**src/rtl/segway_math_pkg.sv**
```systemverilog
// Shared constants and arithmetic helpers for the Segway wheel-speed pipeline.
package segway_math_pkg;

  localparam int MIN_DUTY    = 'h0A8;
  localparam int LOW_BAND    = 42;
  localparam int LOW_GAIN    = 4;
  localparam int SLEW_STEP   = 'h080;
  localparam int FAST_THRESH = 1536;
  localparam int FAST_CNT    = 4;

  localparam logic [11:0] STEER_MIN = 12'h200;
  localparam logic [11:0] STEER_MAX = 12'hE00;
  localparam logic [11:0] STEER_CTR = 12'h7FF;

  // Clamp x into the signed range of a w-bit word (w well below 32).
  function automatic int sat_w(input int x, input int w);
    int hi;
    int lo;
    int res;
    hi  = (1 <<< (w - 1)) - 1;
    lo  = -(1 <<< (w - 1));
    res = x;
    if (x > hi) begin
      res = hi;
    end else if (x < lo) begin
      res = lo;
    end
    return res;
  endfunction

  // Deadzone shaping: small torques get extra gain, larger ones get the duty offset.
  function automatic int shape_torque(input int t, input logic pwr_up, input int min_duty,
                                      input int low_band, input int low_gain);
    int res;
    if (!pwr_up) begin
      res = 0;
    end else if (t > low_band) begin
      res = t + min_duty;
    end else if (t < -low_band) begin
      res = t - min_duty;
    end else begin
      res = t * low_gain;
    end
    return res;
  endfunction

endpackage

```
**src/rtl/seg_slew_lim.sv**
```systemverilog
// Per-wheel slew limiter: moves the held speed toward its target by at most one step per
// valid sample, landing exactly once within reach; a power-down sample zeroes it at once.
module seg_slew_lim
  import segway_math_pkg::*;
#(
  parameter int W         = 12,
  parameter int SLEW_STEP = segway_math_pkg::SLEW_STEP
) (
  input  logic                clk,
  input  logic                rst,
  input  logic                vld_i,
  input  logic                pwr_up_i,
  input  logic signed [W-1:0] tgt_i,
  output logic signed [W-1:0] cur_o
);

  localparam int W1 = W + 1;
  localparam logic signed [W:0]   StepWide = W1'(SLEW_STEP);
  localparam logic signed [W-1:0] Step     = W'(SLEW_STEP);

  logic signed [W:0]   diff;
  logic signed [W-1:0] cur_q, cur_d;

  // Next speed: clamp the one-bit-wider difference so the step never wraps.
  always_comb begin
    diff = {tgt_i[W-1], tgt_i} - {cur_q[W-1], cur_q};
    if (!pwr_up_i) begin
      cur_d = '0;
    end else if (diff > StepWide) begin
      cur_d = cur_q + Step;
    end else if (diff < -StepWide) begin
      cur_d = cur_q - Step;
    end else begin
      cur_d = tgt_i;
    end
  end

  // Held speed only moves on valid samples.
  always_ff @(posedge clk) begin
    if (rst) begin
      cur_q <= '0;
    end else if (vld_i) begin
      cur_q <= cur_d;
    end
  end

  assign cur_o = cur_q;

endmodule

```
**src/rtl/segway_math_pipe.sv**
```systemverilog
// Three-stage wheel-speed pipeline: soft-start scale and steer term, blend/shape/saturate,
// then per-wheel slew limiting and a debounced over-speed flag.
module segway_math_pipe
  import segway_math_pkg::*;
#(
  parameter int W           = 12,
  parameter int MIN_DUTY    = segway_math_pkg::MIN_DUTY,
  parameter int LOW_BAND    = segway_math_pkg::LOW_BAND,
  parameter int LOW_GAIN    = segway_math_pkg::LOW_GAIN,
  parameter int SLEW_STEP   = segway_math_pkg::SLEW_STEP,
  parameter int FAST_THRESH = segway_math_pkg::FAST_THRESH,
  parameter int FAST_CNT    = segway_math_pkg::FAST_CNT
) (
  input  logic                clk,
  input  logic                rst,
  input  logic                vld_in,
  input  logic signed [W-1:0] PID_cntrl,
  input  logic [7:0]          ss_tmr,
  input  logic [11:0]         steer_pot,
  input  logic                en_steer,
  input  logic                pwr_up,
  output logic                vld_out,
  output logic signed [W-1:0] lft_spd,
  output logic signed [W-1:0] rght_spd,
  output logic                too_fast
);

  localparam int CntW = $clog2(FAST_CNT + 1);

  // Stage 1 signals
  logic signed [W+8:0] pid_ext, ss_ext, prod;
  logic [11:0]         pot_clip;
  logic signed [12:0]  steer_val;
  logic signed [W-1:0] pid_ss_d, steer_sc_d;
  logic                vld1_q, en_steer_q, pwr_up1_q;
  logic signed [W-1:0] pid_ss_q, steer_sc_q;

  // Stage 2 signals
  logic signed [W:0]   steer_ext, lft_sum, rght_sum;
  int                  lft_shp, rght_shp;
  logic signed [W-1:0] lft_tgt_d, rght_tgt_d, lft_tgt_q, rght_tgt_q;
  logic                fast_d, fast_q, vld2_q, pwr_up2_q;

  // Stage 3 signals
  logic [CntW-1:0]     cnt_q, cnt_d;
  logic                vld_out_q, too_fast_q;

  // S1: soft-start scaling and centred, clipped steer term.
  always_comb begin
    pid_ext  = {{9{PID_cntrl[W-1]}}, PID_cntrl};
    ss_ext   = {{W{1'b0}}, ss_tmr};
    prod     = pid_ext * ss_ext;
    pid_ss_d = W'(prod >>> 8);
    if (steer_pot < STEER_MIN) begin
      pot_clip = STEER_MIN;
    end else if (steer_pot > STEER_MAX) begin
      pot_clip = STEER_MAX;
    end else begin
      pot_clip = steer_pot;
    end
    steer_val  = $signed({1'b0, pot_clip}) - $signed({1'b0, STEER_CTR});
    steer_sc_d = W'((steer_val >>> 4) + (steer_val >>> 3));
  end

  // S1 registers; data holds on non-valid cycles.
  always_ff @(posedge clk) begin
    if (rst) begin
      vld1_q     <= 1'b0;
      pid_ss_q   <= '0;
      steer_sc_q <= '0;
      en_steer_q <= 1'b0;
      pwr_up1_q  <= 1'b0;
    end else begin
      vld1_q <= vld_in;
      if (vld_in) begin
        pid_ss_q   <= pid_ss_d;
        steer_sc_q <= steer_sc_d;
        en_steer_q <= en_steer;
        pwr_up1_q  <= pwr_up;
      end
    end
  end

  // S2: blend, shape and saturate both wheels; over-speed looks at the unsaturated shape.
  always_comb begin
    steer_ext  = en_steer_q ? {steer_sc_q[W-1], steer_sc_q} : '0;
    lft_sum    = {pid_ss_q[W-1], pid_ss_q} + steer_ext;
    rght_sum   = {pid_ss_q[W-1], pid_ss_q} - steer_ext;
    lft_shp    = shape_torque(int'(lft_sum), pwr_up1_q, MIN_DUTY, LOW_BAND, LOW_GAIN);
    rght_shp   = shape_torque(int'(rght_sum), pwr_up1_q, MIN_DUTY, LOW_BAND, LOW_GAIN);
    lft_tgt_d  = W'(sat_w(lft_shp, W));
    rght_tgt_d = W'(sat_w(rght_shp, W));
    fast_d     = (lft_shp > FAST_THRESH) || (rght_shp > FAST_THRESH);
  end

  // S2 registers.
  always_ff @(posedge clk) begin
    if (rst) begin
      vld2_q     <= 1'b0;
      lft_tgt_q  <= '0;
      rght_tgt_q <= '0;
      fast_q     <= 1'b0;
      pwr_up2_q  <= 1'b0;
    end else begin
      vld2_q <= vld1_q;
      if (vld1_q) begin
        lft_tgt_q  <= lft_tgt_d;
        rght_tgt_q <= rght_tgt_d;
        fast_q     <= fast_d;
        pwr_up2_q  <= pwr_up1_q;
      end
    end
  end

  seg_slew_lim #(
    .W         (W),
    .SLEW_STEP (SLEW_STEP)
  ) u_slew_lft (
    .clk      (clk),
    .rst      (rst),
    .vld_i    (vld2_q),
    .pwr_up_i (pwr_up2_q),
    .tgt_i    (lft_tgt_q),
    .cur_o    (lft_spd)
  );

  seg_slew_lim #(
    .W         (W),
    .SLEW_STEP (SLEW_STEP)
  ) u_slew_rght (
    .clk      (clk),
    .rst      (rst),
    .vld_i    (vld2_q),
    .pwr_up_i (pwr_up2_q),
    .tgt_i    (rght_tgt_q),
    .cur_o    (rght_spd)
  );

  // S3: saturating run-length of over-threshold samples.
  always_comb begin
    cnt_d = cnt_q;
    if (!pwr_up2_q || !fast_q) begin
      cnt_d = '0;
    end else if (cnt_q != CntW'(FAST_CNT)) begin
      cnt_d = cnt_q + CntW'(1);
    end
  end

  // S3 registers: flag is registered alongside the slewed speeds.
  always_ff @(posedge clk) begin
    if (rst) begin
      vld_out_q  <= 1'b0;
      cnt_q      <= '0;
      too_fast_q <= 1'b0;
    end else begin
      vld_out_q <= vld2_q;
      if (vld2_q) begin
        cnt_q      <= cnt_d;
        too_fast_q <= (cnt_d == CntW'(FAST_CNT));
      end
    end
  end

  assign vld_out  = vld_out_q;
  assign too_fast = too_fast_q;

endmodule

```
**config.mk**
```make
export PLATFORM = sky130hd
export DESIGN_NAME = segway_math_pipe
export DESIGN_NICKNAME = d
export VERILOG_FILES = /design/src/rtl/segway_math_pkg.sv /design/src/rtl/seg_slew_lim.sv /design/src/rtl/segway_math_pipe.sv
export SDC_FILE = /design/constraint.sdc
export NUM_CORES = 1
export LEC_CHECK = 0
export CORE_MARGIN = 3
export CORE_UTILIZATION = 55
export DETAILED_ROUTE_END_ITERATION = 8
export PLACE_DENSITY = 0.74
export SYNTH_ARGS = -nofsm -noshare
export SYNTH_HDL_FRONTEND = slang
export SYNTH_SLANG_ARGS = --single-unit
```
**constraint.sdc**
```tcl
create_clock -name clk -period 12.5 [get_ports clk]
set_clock_uncertainty 0.15 [all_clocks]
set_input_delay 1.875 -clock clk [delete_from_list [all_inputs] [get_ports clk]]
set_output_delay 1.875 -clock clk [all_outputs]
set_load 0.05 [all_outputs]
```
Word-level counts from Yosys, hierarchy flattened

Cells that the tools add are included.

Register bits after elaboration: 83
Latch bits: 0
Bits in writable memories: 0
Memory bits (read-only): 0
Output and inout port bits: 26
Memories: 0

Add/subtract/negate cells: 15
Multiply operators: 1
Div/mod/pow operators: 0
$lt $le $gt $ge: 16
Equality and inequality tests: 2
Shift-type cells: 0
Multiplexer cells: 21
Bitwise gates (word level): 0
Reductions and logical operators: 4

Operator list:

| kind                                                                              | number |
|---|---|
| 32-bit 2-to-1 mux                                                                 | 6 |
| 12-bit 2-to-1 mux                                                                 | 12 |
| 32-bit by 12-bit greater-than comparator with 1-bit output, second input constant | 4 |
| 32-bit by 12-bit less-than comparator with 1-bit output, second input constant    | 2 |
| 13-bit by 9-bit adder with 14-bit output, second input constant                   | 2 |
| 13-bit by 9-bit subtractor with 14-bit output, second input constant              | 2 |
| 13-bit by 7-bit greater-than comparator with 1-bit output, second input constant  | 2 |
| 13-bit by 9-bit greater-than comparator with 1-bit output, second input constant  | 2 |
| 13-bit by 7-bit less-than comparator with 1-bit output, second input constant     | 2 |
| 13-bit by 8-bit less-than comparator with 1-bit output, second input constant     | 2 |
| 12-bit by 12-bit subtractor with 13-bit output                                    | 2 |
| 12-bit by 9-bit adder with 12-bit output, second input constant                   | 2 |
| 12-bit by 9-bit subtractor with 12-bit output, second input constant              | 2 |
| 12-bit by 9-bit multiplier with 20-bit output                                     | 1 |
| 13-bit adder                                                                      | 1 |
| 13-bit 2-to-1 mux                                                                 | 1 |
| 12-bit by 11-bit subtractor with 13-bit output, second input constant             | 1 |
| 13-bit subtractor                                                                 | 1 |
| 12-bit greater-than comparator, second input constant                             | 1 |
| 12-bit by 10-bit less-than comparator with 1-bit output, second input constant    | 1 |
| 9-bit by 10-bit adder with 11-bit output                                          | 1 |
| 3-bit 2-to-1 mux                                                                  | 2 |
| 3-bit by 1-bit adder with 3-bit output, second input constant                     | 1 |
| 3-bit equality test, second input constant                                        | 1 |
| 3 further kinds                                                                   | 5 |

Depth between registers and ports, before layout

Gate-level depths: netlist of the first run.

Word-level depth: 9
Depth in mapped cells: 22
Gate-level depth less buffers: 21

Modules after synthesis

Synthesis of the first run repeated with hierarchy kept, for this count alone.

Cells, all modules: 1538
Area total of the unflattened synthesis: 12052.8 sq um

Modules (own cells, without submodules):

| module           | times used | cells an instance | area an instance (sq um) | sequential area each (sq um) |
|---|---|---|---|---|
| segway_math_pipe | 1          | 1112              | 8899.8                   | 1161.1 |
| seg_slew_lim     | 2          | 213               | 1576.5                   | 240.2 |

Least setup slack after synthesis of the first run

No wires, ideal clock.

Kind: input to register
Start point: input port ss_tmr[2]
End point: register pid_ss_q[11]
Library setup time: 86 ps
Arrival: 6449 ps
Required time: 12264 ps
Setup slack: 5816 ps
Stages on the path: 21
Cells stage by stage: clkbuf_1 -> nand2_1 -> fa_1 -> fa_1 -> inv_1 -> ha_1 -> inv_1 -> fa_1 -> inv_1 -> ha_1 -> and4_1 -> a41o_1 -> a21o_1 -> a21oi_1 -> o21ai_0 -> a31oi_1 -> o211a_1 -> a21oi_1 -> a21oi_1 -> xnor2_1 -> a211oi_1

Word-level cells in the longest chain between the ends: 1

RTL lines:

| what                                          | RTL line               | RTL |
|---|---|---|
| from (decl)                                   | segway_math_pipe.sv:18 | `input logic [7:0] ss_tmr,` |
| 12-bit by 9-bit multiplier with 20-bit output | segway_math_pipe.sv:52 | `prod = pid_ext * ss_ext;` |
| to (signal assigned)                          | segway_math_pipe.sv:76 | `pid_ss_q <= pid_ss_d;` |
| to (decl)                                     | segway_math_pipe.sv:36 | `logic signed [W-1:0] pid_ss_q, steer_sc_q;` |

No other way between the ends.
A chain may end at the register's enable or synchronous reset.

Final worst setup path of the first run

Ends and elaborated chain as after synthesis.

==> results.sh, run 1 <==
export IMPL_first_pass_iters=5
export IMPL_viasPerCell=5.850
export IMPL_status="complete, no violations"
export IMPL_drc_errors=0
export IMPL_num_vias=10109
export IMPL_crit_arrival_ps=7420
export IMPL_ys_warn_count=0
export IMPL_p_comb_frac=0.736
export IMPL_path_class="in2reg"
export IMPL_p_leak_nw=5.446
export IMPL_drtAntennaViolNets=0
export IMPL_slowest_stage="clkdlybuf4s50_1"
export IMPL_grt_pass1_wl_um=45030
export IMPL_worstSetupStartpointType="input pin"
export IMPL_p_per_area_nw_per_um2=181.7
export IMPL_p_sw_mw=1.137
export IMPL_drive_above_1_share=0.05693
export IMPL_final_nets=1679
export IMPL_first_iter_violations=681
export IMPL_yosys_register_bits=82
export IMPL_antenna_found_initial=0
export IMPL_pin_count=63
export IMPL_ctsResizeCount=0
export IMPL_cts_root_buf="clkbuf_16"
export IMPL_clk_latency_ps=360
export IMPL_area_growth_pct=8.532
export IMPL_wire_per_inst_um=15.14
export IMPL_required_ps=12610
export IMPL_cts_tree="yes"
export IMPL_slowest_delay_ps=760
export IMPL_fp_dieW_um=150.7
export IMPL_p_clk_frac=0.126
export IMPL_setup_viol=0
export IMPL_synth_cell_type_count=98
export IMPL_grt_use_total=0.2388
export IMPL_stdcell_area_um2=12490
export IMPL_hold_path_class="reg2reg"
export IMPL_rrSetupSlack_ps=7280
export IMPL_crit_end="pid_ss_q[11]$_SDFFE_PP0P_"
export IMPL_p_int_mw=1.133
export IMPL_rsz0062_at_grt="false"
export IMPL_cp_cell_sequence="clkdlybuf4s50_1 -> nand2_1 -> fa_1 -> fa_1 -> inv_1 -> ha_1 -> inv_1 -> fa_1 -> inv_1 -> ha_1 -> and4_1 -> a41o_1 -> a21o_1 -> a21oi_1 -> o21ai_0 -> a31oi_1 -> o211a_1 -> a21oi_1 -> a21oi_1 -> xnor2_1 -> a211oi_1"
export IMPL_post_cts_setup_buffers=0
export IMPL_netlist_instances=1429
export IMPL_timing_rr_end="lft_tgt_q[0]$_SDFFE_PP0P_"
export IMPL_die_area_um2=22700
export IMPL_relSlewSlack=0.2840
export IMPL_synthArstFlopShare=0
export IMPL_design_core_area_um2=20430
export IMPL_worstMarginPinSlew_ps=1074
export IMPL_post_synth_top_count_cell="inv_1"
export IMPL_cts_num_sinks=82
export IMPL_synth_edf_count=0
export IMPL_clock_path_buffers=2
export IMPL_rr_worst_depth=13
export IMPL_fmax_mhz=136.9
export IMPL_worstPathMaxFanout=12
export IMPL_synth_area_leaders="dfxtp_1 (14%), fa_1 (14%), ha_1 (12%)"
export IMPL_clkTransAtPathRegs_ps=70
export IMPL_min_period_ps=7305
export IMPL_synth_largest_area_cell="dfxtp_1"
export IMPL_pwr_share_seq=0.138
export IMPL_hold_viol=0
export IMPL_ys_seq_area_frac=0.1426
export IMPL_p_sw_frac=0.5007
export IMPL_finalCritPeriodShare=0.5844
export IMPL_die_y_um=150.7
export IMPL_grt_overflow=0
export IMPL_place_area_um2=12180
export IMPL_grt_max_degree=75
export IMPL_tns_ps=0
export IMPL_syn_nets=1655
export IMPL_end_kind="register"
export IMPL_row_count=52
export IMPL_antenna_cells=0
export IMPL_r2r_start="en_steer_q$_SDFFE_PP0P_"
export IMPL_cts_hold_buf=0
export IMPL_ir_drop_mv=0.1327
export IMPL_first_global_vias=9532
export IMPL_io_buffers=62
export IMPL_dpl_hpwl_um=20620
export IMPL_synth_commonest_cells="inv_1 (174), ha_1 (109), nor2_1 (109)"
export IMPL_cts_buffers=9
export IMPL_synth_top_flop_cell="dfxtp_1"
export IMPL_maxCapViolations=0
export IMPL_netlist_area_leader_share=0.1426
export IMPL_maxSlewViolCount=0
export IMPL_htreeDepth=3
export IMPL_synthesis_area_um2=11510
export IMPL_wl_um=26160
export IMPL_synth_avg_cell_area_um2=8.056
export IMPL_start_util=0.5635
export IMPL_critPathLaunch="ss_tmr[2]"
export IMPL_gp_congestion=0.9343
[how the worst min path moves through the flow]
stage / from / end / slack (ps) / depth (start not counted)
6_report: rght_tgt_q[0]$_SDFFE_PP0P_ / u_slew_rght.cur_o[0]$_SDFFE_PP0P_ / 330 / 1
5_1_grt: rght_tgt_q[0]$_SDFFE_PP0P_ / u_slew_rght.cur_o[0]$_SDFFE_PP0P_ / 350 / 1
4_1_cts: rght_tgt_q[0]$_SDFFE_PP0P_ / u_slew_rght.cur_o[0]$_SDFFE_PP0P_ / 330 / 1
3_5_place_dp: rght_tgt_q[0]$_SDFFE_PP0P_ / u_slew_rght.cur_o[0]$_SDFFE_PP0P_ / 330 / 1
3_3_place_gp: rght_tgt_q[0]$_SDFFE_PP0P_ / u_slew_rght.cur_o[0]$_SDFFE_PP0P_ / 320 / 1
2_1_floorplan: steer_sc_q[0]$_SDFFE_PP0P_ / steer_sc_q[0]$_SDFFE_PP0P_ / 300 / 2
[sequential cells by signal (all words and copies together), names as in the netlist]
signal	cells
cnt_q	3
en_steer_q	1
fast_q	1
lft_tgt_q	12
pid_ss_q	12
pwr_up1_q	1
pwr_up2_q	1
rght_tgt_q	12
steer_sc_q	11
too_fast	1
u_slew_lft.cur_o	12
u_slew_rght.cur_o	12
vld1_q	1
vld2_q	1
vld_out	1
[through the flow]
stage | total power [mW] | instances | hold slack, ps | setup WS [ps] | utilization
floorplan | 1.673 | 1429 | 302.2 | 5816 | -
detailed placement | 1.961 | 1712 | 325.9 | 4853 | 0.5963
finish | 2.270 | 1728 | 330.4 | 5195 | 0.6116
CTS | 2.258 | 1728 | 332.3 | 5221 | 0.6116
global placement | 1.922 | 1712 | 319.5 | 4969 | 0.5963
global route | 2.496 | 1728 | 347.4 | 4860 | 0.6116
[cells by family after synthesis]
| family | count (synthesis) | synth area share |
|---|---|---|
| AND/OR/NAND/NOR | 496 | 0.2242 |
| multiplexers | 37 | 0.03347 |
| adder cells (fa/ha/maj) | 189 | 0.2576 |
| buffers and inverters | 230 | 0.08521 |
| XOR/XNOR | 77 | 0.05858 |
| flip-flops | 82 | 0.1426 |
| AO/OA/AOI/OAI | 318 | 0.1983 |
[power groups by stage]
stage / logic [mW] / registers, mW / clock network (mW)
2_1_floorplan: 1.36 / 0.310 / 0
3_3_place_gp: 1.60 / 0.320 / 0
3_5_place_dp: 1.64 / 0.320 / 0
4_1_cts: 1.65 / 0.314 / 0.290
5_1_grt: 1.88 / 0.318 / 0.301
6_report: 1.67 / 0.314 / 0.286
[cell usage in the layout (no fill, tap or decap), drive strengths merged, types with 11 or more instances in the layout]
| master | instances |
|---|---|
| nor3 | 44 |
| a21o | 12 |
| nand2b | 16 |
| o21ai | 56 |
| inv | 177 |
| and2 | 66 |
| dfxtp | 82 |
| o211ai | 15 |
| xnor2 | 54 |
| nand2 | 108 |
| clkdlybuf4s50 | 61 |
| nor2b | 21 |
| a21oi | 78 |
| ha | 109 |
| nor4 | 13 |
| or4 | 12 |
| o311ai | 11 |
| fa | 80 |
| and3 | 12 |
| xor2 | 23 |
| a31oi | 24 |
| mux2i | 31 |
| or2 | 14 |
| nand3 | 35 |
| nand4 | 11 |
| nor2 | 109 |
[layer usage]
| layer | vias to the layer above | part of all wire | global-route usage |
|---|---|---|---|
| met5 | - | 0 | 0 |
| met1 | 4824 | 0.47 | 0.3261 |
| met3 | 49 | 0.041 | 0.03823 |
| met4 | 0 | 0.019 | 0.05712 |
| li1 | 5010 | - | - |
| met2 | 226 | 0.47 | 0.3981 |
[worst max-delay path, delay by kind of cell]
family	cells	cell delay, ps
fa+ha+maj	5	2110
buf+inv	4	900
compound gates	9	2090
simple gates	2	340
xor+xnor	1	80
[layout make-up]
cell class / count / area, µm²
Multi-Input combinational cell: 1117 / 8890
Fill cell: 1885 / 7935
Sequential cell: 82 / 1642
Inverter: 176 / 660.6
Timing Repair Buffer: 67 / 653.1
Tap cell: 270 / 337.8
Clock buffer: 10 / 239.0
Clock inverter: 6 / 72.57
(Power assumes the default switching activity.)
==> run 2, diff against run 1 <==
==> constraint.sdc (replaced) <==
create_clock -name clk -period 7.7 [get_ports clk]
set_clock_uncertainty 0.15 [all_clocks]
set_input_delay 1.155 -clock clk [delete_from_list [all_inputs] [get_ports clk]]
set_output_delay 1.155 -clock clk [all_outputs]
set_load 0.05 [all_outputs]
==> run 2 against run 1 <==
Compared with the run above:
- die area unchanged
- clock power up 56%
- global-route usage down 0.27 points
- flip-flop and latch count unchanged
- first-iteration DRC count down 0.44%
- clock-buffer cell count unchanged
- core utilization down 0.080 points
==> results.sh, run 2 (synthesized netlist as in run 1, its figures left out) <==
export IMPL_status="complete, no violations"
export IMPL_cts_tree="yes"
export IMPL_drtAntennaViolNets=0
export IMPL_row_count=52
export IMPL_cts_num_sinks=82
export IMPL_wl_um=25790
export IMPL_pwr_share_seq=0.139
export IMPL_place_area_um2=12180
export IMPL_hp_start="steer_sc_q[1]$_SDFFE_PP0P_"
export IMPL_area_growth_pct=8.390
export IMPL_final_cell_mix="inv_1 (174), nor2_1 (109), ha_1 (109)"
export IMPL_p_sw_frac=0.5005
export IMPL_rrSetupSlack_ps=2540
export IMPL_crit_arrival_ps=6720
export IMPL_r2r_start="en_steer_q$_SDFFE_PP0P_"
export IMPL_fmax_mhz=151.3
export IMPL_num_vias=10043
export IMPL_dpl_hpwl_um=20450
export IMPL_grt_overflow=0
export IMPL_cp_top_family="compound AO/OA/AOI/OAI gates"
export IMPL_cts_hold_buf=0
export IMPL_grt_pass1_wl_um=44780
export IMPL_antenna_cells=0
export IMPL_gp_congestion=0.9343
export IMPL_relSlewSlack=0.3134
export IMPL_tns_ps=0
export IMPL_pin_count=63
export IMPL_fillers=1847
export IMPL_ctsResizeCount=0
export IMPL_cts_buffers=9
export IMPL_post_cts_setup_buffers=0
export IMPL_start_util=0.5635
export IMPL_first_pass_iters=5
export IMPL_p_int_mw=1.830
export IMPL_grt_use_total=0.2361
export IMPL_cts_root_buf="clkbuf_16"
export IMPL_min_period_ps=6611
export IMPL_met2_usage=0.3904
export IMPL_crit_cells=21
export IMPL_min_delay_path_depth=2
export IMPL_path_buf_inv=4
export IMPL_required_ps=7810
export IMPL_use_met1=0.3272
export IMPL_grt_busiest_layer="met2"
export IMPL_clkTransAtPathRegs_ps=60
export IMPL_final_common_cell="inv_1"
export IMPL_setup_viol=0
export IMPL_slowest_stage="clkdlybuf4s50_1"
export IMPL_p_per_area_nw_per_um2=293.5
export IMPL_p_sw_mw=1.833
export IMPL_fp_dieW_um=150.7
export IMPL_first_iter_violations=678
export IMPL_worstSetupStartpointType="input pin"
export IMPL_drc_errors=0
export IMPL_ir_drop_mv=0.2173
export IMPL_design_core_area_um2=20430
export IMPL_die_y_um=150.7
export IMPL_rr_worst_depth=15
export IMPL_p_clk_frac=0.121
export IMPL_hold_viol=0
export IMPL_cp_cell_sequence="clkdlybuf4s50_1 -> nand2_1 -> fa_1 -> fa_1 -> inv_1 -> ha_1 -> inv_1 -> fa_1 -> inv_1 -> ha_1 -> and4_1 -> a41o_1 -> a21o_1 -> a21oi_1 -> o21ai_0 -> a31oi_1 -> o211a_1 -> a21oi_1 -> a21oi_1 -> xnor2_1 -> a211oi_1"
export IMPL_maxSlewViolCount=0
export IMPL_clock_path_buffers=2
export IMPL_maxCapViolations=0
export IMPL_stdcell_area_um2=12480
export IMPL_worstMarginPinSlew_ps=1030
export IMPL_path_class="in2reg"
export IMPL_end_kind="register"
export IMPL_min_to="steer_sc_q[1]$_SDFFE_PP0P_"
export IMPL_antenna_found_initial=0
export IMPL_first_global_vias=9564
export IMPL_p_leak_nw=5.436
export IMPL_rsz0062_at_grt="false"
export IMPL_io_buffers=62
export IMPL_finalCritPeriodShare=0.8585
export IMPL_die_area_um2=22700
export IMPL_hold_path_class="reg2reg"
export IMPL_clk_latency_ps=360
export IMPL_grt_max_degree=75
export IMPL_slowest_delay_ps=750
export IMPL_final_nets=1679
export IMPL_worstPathMaxFanout=12
export IMPL_timing_rr_end="fast_q$_SDFFE_PP0P_"
export IMPL_htreeDepth=3
export IMPL_grt_use_met3=0.03402
export IMPL_drive_above_1_share=0.05624
export IMPL_wire_per_inst_um=14.93
export IMPL_viasPerCell=5.812
export IMPL_p_comb_frac=0.739
==> run 2: worst max-delay path by stage <==
stage	from	slack, ps	endpoint
after floorplan	ss_tmr[2]	1740	pid_ss_q[11]$_SDFFE_PP0P_
after global placement	ss_tmr[1]	890	pid_ss_q[11]$_SDFFE_PP0P_
after detailed placement	ss_tmr[2]	750	pid_ss_q[11]$_SDFFE_PP0P_
after CTS	ss_tmr[2]	1100	pid_ss_q[11]$_SDFFE_PP0P_
after global routing	ss_tmr[2]	700	pid_ss_q[11]$_SDFFE_PP0P_
final	ss_tmr[2]	1090	pid_ss_q[11]$_SDFFE_PP0P_
==> run 2: cell type report <==
class | instances | area [µm²] | area share
multi-input cells | 1117 | 8890 | 0.7124
flip-flops and latches | 82 | 1642 | 0.1316
inverters | 176 | 660.6 | 0.05294
repair buffers | 67 | 653.1 | 0.05234
well taps | 270 | 337.8 | 0.02707
clock buffers | 10 | 229.0 | 0.01835
clock inverters | 6 | 66.31 | 0.005314
==> run 2: layer usage <==
layer,vias to the layer above,routed length (µm)
met2,243,12210
met5,-,0
met4,0,492
li1,5003,-
met3,43,1225
met1,4754,11860
==> run 2: metrics by stage <==
stage | std cells | power [mW] | setup WS (ps) | hold WS (ps) | util
4_1_cts | 1728 | 3.641 | 1104 | 328.7 | 0.6108
3_5_place_dp | 1712 | 3.176 | 753.6 | 320.6 | 0.5963
2_1_floorplan | 1429 | 2.716 | 1736 | 302.2 | -
5_1_grt | 1728 | 4.031 | 703.9 | 345.3 | 0.6108
6_report | 1728 | 3.663 | 1089 | 327.7 | 0.6108
3_3_place_gp | 1712 | 3.120 | 888.9 | 319.5 | 0.5963
==> run 2: tightest hold or removal path, stage by stage, from the launching register on <==
cell and delay, ps:
dfxtp_1 310, nor2_1 80, a211oi_1 50
==> run 2: power groups by stage <==
stage	clock (mW)	sequential [mW]	combinational (mW)
2_1_floorplan	0	0.503	2.21
3_3_place_gp	0	0.519	2.60
3_5_place_dp	0	0.519	2.66
4_1_cts	0.452	0.510	2.68
5_1_grt	0.468	0.516	3.05
6_report	0.445	0.510	2.71
==> run 3, diff against run 2 <==
--- a/config.mk
+++ b/config.mk
@@ -5,7 +5,6 @@
 export SDC_FILE = /design/constraint.sdc
 export NUM_CORES = 1
 export LEC_CHECK = 0
-export CORE_MARGIN = 3
 export CORE_UTILIZATION = 55
 export DETAILED_ROUTE_END_ITERATION = 8
 export PLACE_DENSITY = 0.74
==> run 3 against run 2 <==
Compared with the run above:
- sequential power is essentially flat
- clock-buffer cell count is the same
- sequential share of layout area is essentially flat
- hold slack lost 0.56 ps
- fmax grew 0.36%
- global-route usage grew 0.92 points
- largest cell class unchanged
- critical path type unchanged
- final cell count is the same
- register-to-register slack lost 30 ps
==> results.sh, run 3 (synthesized netlist as in run 1, its figures left out) <==
export IMPL_hold_path_class="reg2reg"
export IMPL_end_kind="register"
export IMPL_cts_hold_buf=0
export IMPL_final_nets=1679
export IMPL_design_core_area_um2=20360
export IMPL_viasPerCell=5.813
export IMPL_first_pass_iters=5
export IMPL_setup_viol=0
export IMPL_cts_num_sinks=82
export IMPL_fmax_mhz=151.8
export IMPL_wl_um=25430
export IMPL_clk_latency_ps=360
export IMPL_path_class="in2reg"
export IMPL_worstSetupStartpointType="input pin"
export IMPL_drc_errors=0
export IMPL_first_global_vias=9536
export IMPL_worstPathMaxFanout=12
export IMPL_fin_ws_ps=1113
export IMPL_p_per_area_nw_per_um2=293.0
export IMPL_area_growth_pct=8.532
export IMPL_maxSlewViolCount=0
export IMPL_rsz0062_at_grt="false"
export IMPL_antenna_cells=0
export IMPL_cts_root_buf="clkbuf_16"
export IMPL_grt_max_degree=75
export IMPL_dpl_hpwl_um=20220
export IMPL_clock_path_buffers=2
export IMPL_tns_ps=0
export IMPL_worstMarginPinSlew_ps=1031
export IMPL_io_buffers=62
export IMPL_htreeDepth=3
export IMPL_fp_dieW_um=146.7
export IMPL_hold_viol=0
export IMPL_p_leak_nw=5.451
export IMPL_start_util=0.5653
export IMPL_cts_buffers=9
export IMPL_first_iter_violations=591
export IMPL_antenna_found_initial=0
export IMPL_cts_tree="yes"
export IMPL_gp_congestion=0.9084
export IMPL_status="complete, no violations"
export IMPL_preCtsSetupSlack_ps=763.4
export IMPL_required_ps=7820
export IMPL_post_cts_setup_buffers=0
export IMPL_ctsResizeCount=0
export IMPL_ir_drop_mv=0.2045
export IMPL_num_vias=10045
export IMPL_row_count=52
export IMPL_min_period_ps=6587
export IMPL_drive_above_1_share=0.05693
export IMPL_grt_pass1_wl_um=44040
export IMPL_grt_overflow=0
export IMPL_crit_arrival_ps=6700
export IMPL_wire_per_inst_um=14.71
export IMPL_final_common_cell="inv_1"
export IMPL_clkTransAtPathRegs_ps=60
export IMPL_die_area_um2=21510
export IMPL_maxCapViolations=0
export IMPL_final_cell_mix="inv_1 (174), nor2_1 (109), ha_1 (109)"
export IMPL_drtAntennaViolNets=0
export IMPL_grt_use_total=0.2453
export IMPL_die_y_um=146.7
export IMPL_pin_count=63
export IMPL_finalCritPeriodShare=0.8555
export IMPL_relSlewSlack=0.3127
==> run 3: cell types whose count changed in the layout (fill, tap and decap cells not counted), sizes merged <==
cell / delta
clkinvlp: -2
inv: +2
==> run 3: per-layer routing <==
layer,track usage,part of all wire
met5,0,0
met4,0.05417,0.015
met3,0.03313,0.038
met2,0.4178,0.48
met1,0.3289,0.47
==> run 3: power by group <==
group          switching [mW]  internal, mW  total, mW
Sequential             0.0426         0.468      0.510
Combinational            1.59          1.11       2.69
Clock                   0.192         0.265      0.457
Total                    1.82          1.84       3.66
==> run 3: per-stage QoR <==
step | utilization | instance area [µm²] | hold WS [ps] | cells | power (mW)
global placement | 0.5982 | 12180 | 321.1 | 1712 | 3.122
finish | 0.6135 | 12490 | 327.2 | 1728 | 3.661
global route | 0.6135 | 12490 | 352.9 | 1728 | 4.028
detailed placement | 0.5982 | 12180 | 321.4 | 1712 | 3.180
CTS | 0.6135 | 12490 | 329.8 | 1728 | 3.653
floorplan | - | 11510 | 302.2 | 1429 | 2.716
==> run 3: cell type report <==
type	count	area, µm²
Multi-Input combinational cell	1117	8890
Fill cell	1863	7870
Sequential cell	82	1642
Inverter	176	660.6
Timing Repair Buffer	67	653.1
Tap cell	270	337.8
Clock buffer	10	239.0
Clock inverter	6	72.57
==> run 3: worst max-delay path: stages <==
cell and delay, ps:
clkdlybuf4s50_1 760, nand2_1 150, fa_1 520, fa_1 510, inv_1 40, ha_1 270
inv_1 60, fa_1 520, inv_1 40, ha_1 270, and4_1 200, a41o_1 240
a21o_1 180, a21oi_1 300, o21ai_0 270, a31oi_1 370, o211a_1 270, a21oi_1 100
a21oi_1 180, xnor2_1 80, a211oi_1 220
==> run 3: worst paths after layout <==
check	start	to	slack, ps	cells after the start
hold reg to reg	steer_sc_q[1]$_SDFFE_PP0P_	steer_sc_q[1]$_SDFFE_PP0P_	330	2
setup reg to reg	en_steer_q$_SDFFE_PP0P_	fast_q$_SDFFE_PP0P_	2510	15
setup / recovery	ss_tmr[2]	pid_ss_q[11]$_SDFFE_PP0P_	1110	21
hold / removal	steer_sc_q[1]$_SDFFE_PP0P_	steer_sc_q[1]$_SDFFE_PP0P_	330	2
